$ cat src/rtl/store_merge_unit.sv
// -----------------------------------------------------------------------------
// store_merge_unit
//
// Turns a CPU store of byte (SB), halfword (SH) or word (SW) width into
// whole-word accesses to the data cache. Sub-word stores do a read of the
// containing word, merge the new bytes into it, and write the word back.
// Word stores skip the read. Unsupported width codes finish without
// touching memory.
//
// Optional feature: define MISALIGN_TRAP_EN to compile in misalignment
// trapping (SH with addr[0]=1, SW with addr[1:0]!=00). A trapped store goes
// straight to DONE with misalign_err raised for that cycle. Without the macro,
// misalign_err is tied low and the low address bits are ignored for SH/SW.
//
// Ports:
//   clk           rising-edge clock
//   reset         synchronous active-high reset
//   st_req        store request, sampled only in IDLE
//   func[2:0]     store width: 000 SB, 001 SH, 010 SW, others unsupported
//   addr[31:0]    byte address of the store
//   wdata[31:0]   store data (low byte / low halfword for SB / SH)
//   busy          CPU stall request
//   done          one-cycle completion pulse
//   mem_read      word read strobe to the data cache
//   mem_write     word write strobe to the data cache
//   mem_addr      word-aligned cache address
//   mem_wdata     merged write word
//   mem_rdata     read word from the cache
//   mem_busy      cache wait; access accepted in the cycle it is low
//   misalign_err  misaligned-store flag
// -----------------------------------------------------------------------------
module store_merge_unit (
    input  logic        clk,
    input  logic        reset,
    input  logic        st_req,
    input  logic [2:0]  func,
    input  logic [31:0] addr,
    input  logic [31:0] wdata,
    output logic        busy,
    output logic        done,
    output logic        mem_read,
    output logic        mem_write,
    output logic [31:0] mem_addr,
    output logic [31:0] mem_wdata,
    input  logic [31:0] mem_rdata,
    input  logic        mem_busy,
    output logic        misalign_err
);

    localparam logic [2:0] FUNC_SB = 3'b000;
    localparam logic [2:0] FUNC_SH = 3'b001;
    localparam logic [2:0] FUNC_SW = 3'b010;

    typedef enum logic [1:0] {
        IDLE  = 2'd0,
        READ  = 2'd1,
        WRITE = 2'd2,
        DONE  = 2'd3
    } state_t;

    state_t      state;
    state_t      state_next;

    logic [2:0]  lat_func;
    logic [31:0] lat_addr;
    logic [31:0] lat_wdata;
    logic [31:0] merge_buf;
    logic        req_unsupported;
    logic        req_misalign;

    // Replace the lanes selected by the store width and low address bits;
    // everything not selected keeps the value read from the cache.
    function automatic logic [31:0] merge_word(
        input logic [31:0] base,
        input logic [2:0]  f,
        input logic [1:0]  lane,
        input logic [31:0] data
    );
        logic [31:0] w;
        w = base;
        case (f)
            FUNC_SB: begin
                case (lane)
                    2'd0:    w[7:0]   = data[7:0];
                    2'd1:    w[15:8]  = data[7:0];
                    2'd2:    w[23:16] = data[7:0];
                    default: w[31:24] = data[7:0];
                endcase
            end
            FUNC_SH: begin
                if (lane[1]) begin
                    w[31:16] = data[15:0];
                end else begin
                    w[15:0] = data[15:0];
                end
            end
            default: w = data;
        endcase
        return w;
    endfunction

    assign req_unsupported = (func != FUNC_SB) && (func != FUNC_SH) && (func != FUNC_SW);

`ifdef MISALIGN_TRAP_EN
    logic lat_misalign;

    assign req_misalign = ((func == FUNC_SH) && addr[0]) ||
                          ((func == FUNC_SW) && (addr[1:0] != 2'b00));

    always_ff @(posedge clk) begin
        if (reset) begin
            lat_misalign <= 1'b0;
        end else if ((state == IDLE) && st_req) begin
            lat_misalign <= req_misalign;
        end
    end

    assign misalign_err = (state == DONE) && lat_misalign;
`else
    assign req_misalign = 1'b0;
    assign misalign_err = 1'b0;
`endif

    // State, request latch and merge buffer. A word store preloads the merge
    // buffer with its data since it never passes through READ.
    always_ff @(posedge clk) begin
        if (reset) begin
            state     <= IDLE;
            lat_func  <= '0;
            lat_addr  <= '0;
            lat_wdata <= '0;
            merge_buf <= '0;
        end else begin
            state <= state_next;
            if ((state == IDLE) && st_req) begin
                lat_func  <= func;
                lat_addr  <= addr;
                lat_wdata <= wdata;
                merge_buf <= wdata;
            end else if ((state == READ) && !mem_busy) begin
                merge_buf <= merge_word(mem_rdata, lat_func, lat_addr[1:0], lat_wdata);
            end
        end
    end

    always_comb begin
        state_next = state;
        busy       = 1'b0;
        done       = 1'b0;
        mem_read   = 1'b0;
        mem_write  = 1'b0;
        mem_addr   = '0;
        mem_wdata  = '0;
        case (state)
            IDLE: begin
                busy = st_req;
                if (st_req) begin
                    if (req_unsupported || req_misalign) begin
                        state_next = DONE;
                    end else if (func == FUNC_SW) begin
                        state_next = WRITE;
                    end else begin
                        state_next = READ;
                    end
                end
            end
            READ: begin
                busy     = 1'b1;
                mem_read = 1'b1;
                mem_addr = {lat_addr[31:2], 2'b00};
                if (!mem_busy) begin
                    state_next = WRITE;
                end
            end
            WRITE: begin
                busy      = 1'b1;
                mem_write = 1'b1;
                mem_addr  = {lat_addr[31:2], 2'b00};
                mem_wdata = merge_buf;
                if (!mem_busy) begin
                    state_next = DONE;
                end
            end
            DONE: begin
                done       = 1'b1;
                state_next = IDLE;
            end
            default: state_next = IDLE;
        endcase
    end

endmodule

$ cat config.mk
export PLATFORM = sky130hd
export DESIGN_NAME = store_merge_unit
export DESIGN_NICKNAME = d
export VERILOG_FILES = /design/src/rtl/store_merge_unit.sv
export SDC_FILE = /design/constraint.sdc
export NUM_CORES = 1
export LEC_CHECK = 0
export ABC_AREA = 1
export BUFFER_PORTS_ARGS = -buffer_cell sky130_fd_sc_hd__buf_2
export CAP_MARGIN = 20
export CORE_ASPECT_RATIO = 0.8
export CORE_MARGIN = 1.5
export CORE_UTILIZATION = 55
export CTS_BUF_LIST = sky130_fd_sc_hd__clkbuf_4 sky130_fd_sc_hd__clkbuf_8
export CTS_CLUSTER_SIZE = 30
export DETAILED_ROUTE_END_ITERATION = 7
export PLACE_DENSITY_LB_ADDON = 0.08
export RECOVER_POWER = 25
export SYNTH_ARGS = -nofsm -noshare
export SYNTH_HDL_FRONTEND = slang
export SYNTH_SLANG_ARGS = --single-unit
export TNS_END_PERCENT = 20
$ cat constraint.sdc
create_clock -name clk -period 2.5 [get_ports clk]
set_input_delay 0.125 -clock clk [delete_from_list [all_inputs] [get_ports clk]]
set_output_delay 0.125 -clock clk [all_outputs]
set_load 0.02 [all_outputs]
==> results by group <==
Run status
  – Status: complete, but fails checks
  – Failing checks: design-rule violations

Setup path
  – CP max FO: 50
  – FF-to-FF setup slack: 0.28 ns
  – CP endpoint kind: flop
  – Crit path largest cell delay: 0.76 ns
  – Arrival time worst endpoint: 2.54 ns
  – FF-to-FF path depth: 6
  – FF-to-FF Start: state[0]
  – R2R Path End: merge_buf[21]
  – CP startpoint kind: flop
  – Required time of the worst setup path: 2.82 ns
  – Slowest-stage cell, CP: clkbuf_2
  – Setup CP Type: flop to flop
  – Most frequent CP cell: nand2_1
  – Worst-path cell chain: inv_1, ha_1, nand2_1, clkbuf_2, nand2_1, a21oi_1

Cells and area
  – Antenna cells: 0
  – Fillers: 1,130
  – Layout Nets: 1,372
  – Area Growth Syn to Fin: 18.9%
  – Layout cells sized above 1: 22.4%
  – Multi-input combinational cell area: 3330 um2
  – Final instance area: 7900 um2
  – Commonest non-fill, non-tap cell in the layout: nand2_1
  – Reg area: 2020 um2
  – Most frequent cells in the layout: nand2_1 (337), inv_1 (200), buf_2 (157)

Routing
  – Routed wire length: 18,200 um
  – Antenna Nets Post-Route: 0
  – DRC Markers: 10
  – DR iter-0 viols: 466
  – First-pass DRT Iterations: 8
  – Via Count: 6,867
  – Drt wl/cell: 12.8 um
  – Vias per inst: 4.84

CTS
  – Post_cts resized: 0
  – Total CTS buffers: 9
  – Skew-Pair Late Insertion Delay: 0.39 ns
  – CTS tree: done
  – # Post-CTS Setup Buffers: 0
  – CTS H-tree depth: 3
  – Clk buf depth: 2
  – CTS Sinks: 101
  – CTS Root Cell: clkbuf_8
  – CTS clk-pin slew, worst paths: 0.11 ns

Die
  – Die height: 101 um
  – # rows: 35
  – Initial Util: 57.0%
  – Ports: 172
  – Die width: 126 um
  – DIE AREA: 12,800 um2
  – Core Footprint: 11,600 um2

Synth
  – Netlist cell types: 27
  – Top FF cell, synth: dfxtp_1
  – Gate Count Post-Synth: 1,112
  – Mean Syn Cell Area: 5.97 um2
  – Top cell type's share of synthesized area: 30.4%
  – Leading area contributor after synthesis: dfxtp_1
  – Synth top area cells: dfxtp_1 (30%), nand2_1 (19%), inv_1 (11%), o21ai_0 (6.3%), nand3_1 (5.3%)
  – Sequential area share after synthesis: 30.4%
  – Number of synthesized flops with an enable pin: 0
  – Synthesized area: 6640 um2
  – Asr flop ratio synth: 0%
  – FF+latch count, synth: 101
  – Yosys warns: 0

Timing
  – Final period utilization: 88.8%
  – Final setup violation count: 0
  – Worst Skew: 0.0109 ns
  – Slew Viols, Final: 0
  – Setup TNS: 0 ns
  – Worst hold margin: 0.00771 ns
  – Final min period: 2.22 ns
  – RSZ-0062 raised after global routing: false
  – Slew at the pin with the worst max-slew slack: 0.925 ns
  – Slew HR: 38.3%
  – Fin. Hold Viols: 0
  – F_max: 451 MHz

Flow run
  – Max-cap violation count: 0

Power
  – Max IR drop VDD: 0.486 mV
  – Leak: 4.45 nW
  – Tot Pwr: 7.87 mW
  – PD cells: 996 nW/um2

Place
  – Hpwl dp: 12,400 um
  – IO Port Bufs: 168
  – DP Area: 7450 um2
  – GP Congestion: 0.942

GRT
  – Pin count of the biggest net entering global routing: 64
  – Antenna violations before repair: 0
  – Gr ovfl total: 0
  – Total GRT Usage: 28.2%
  – Layer with the highest usage: met2
  – Met3 Resource Use GR: 3.96%
  – Global-route wire length before repair: 29,000 um
  – Grt met2 use: 45.3%
  – Vias in the first global route: 5,827
  – Global Route met1 Usage: 40.3%

Worst hold path
  – HP Class: input pin to flop
  – Worst hold start: wdata[25]
  – Hold depth: 3
  – WHS Endpoint: lat_wdata[25]
==> cells by family after synthesis <==
family	after synthesis	share of synthesized area, %
compound gates	172	14.4
fa+ha+maj	4	0.753
flops	101	30.4
buf+inv	305	19.5
simple gates	529	34.9
other cells	1	0.0565
==> cell type report <==
class | count | area share (%)
inverters | 236 | 11.2
clock inverters | 7 | 1.36
repair buffers | 209 | 15.7
well taps | 148 | 2.34
flip-flops and latches | 101 | 25.6
multi-input cells | 708 | 42.2
clock buffers | 9 | 1.57
==> critical path: cells and delay by family (launching register included) <==
kind | cells | cell delay, ns
AO/OA/AOI/OAI | 1 | 0.19
adder cells (fa/ha/maj) | 1 | 0.25
buffers and inverters | 2 | 0.84
flip-flops | 1 | 0.37
AND/OR/NAND/NOR | 2 | 0.49
==> cell usage after synthesis, types with 2 or more instances <==
library cell  count
nand3_1          70
clkbuf_1         23
buf_4            13
buf_6             5
buf_2            25
nor2_4           20
nand3_2          12
a21oi_1          54
nor2_1           86
o21ai_1           8
nand2_1         336
inv_2            36
a21oi_2          24
o22ai_1           2
o21ai_0          83
buf_12            2
inv_1           200
ha_1              4
dfxtp_1         101
==> through the flow <==
step / utilization [%] / setup WS, ns / instances
CTS: 68.0 / 0.432 / 1418
detailed placement: 63.9 / 0.589 / 1378
global route: 67.8 / 0.186 / 1418
finish: 67.8 / 0.280 / 1418
global placement: 63.9 / 0.671 / 1378
floorplan: - / 0.923 / 1114
==> how the worst max path moves through the flow <==
stage / depth (start not counted) / slack [ns] / to / start
after floorplan: 8 / 0.92 / busy / state[0]
after global placement: 11 / 0.67 / merge_buf[21] / state[0]
after detailed placement: 11 / 0.59 / merge_buf[20] / state[0]
after CTS: 7 / 0.43 / mem_wdata[26] / state[0]
after global routing: 6 / 0.19 / merge_buf[21] / state[0]
final: 6 / 0.28 / merge_buf[21] / state[0]
==> sequential cells by signal, summed over array words and instances, names as in the netlist <==
register / flops
lat_wdata: 32
state: 2
lat_func: 3
lat_addr: 32
merge_buf: 32
==> power by group <==
| part | total (mW) | switching, mW | internal, mW |
|---|---|---|---|
| sequential | 2.41 | 0.296 | 2.11 |
| combinational | 4.24 | 2.90 | 1.34 |
| clock | 1.22 | 0.640 | 0.581 |
==> repair_timing <==
action | in CTS | in global routing
setup endpoints to repair | 0 | 0
hold buffers | 24 | 0
endpoints found under the hold margin | 24 | 0
==> layer usage <==
metal | up-vias | wire length (um)
met4 | 0 | 242
met1 | 3009 | 8910
met3 | 17 | 1120
met2 | 229 | 7890
li1 | 3612 | -
met5 | - | 0
No activity file was read; power rests on OpenSTA's default activity.
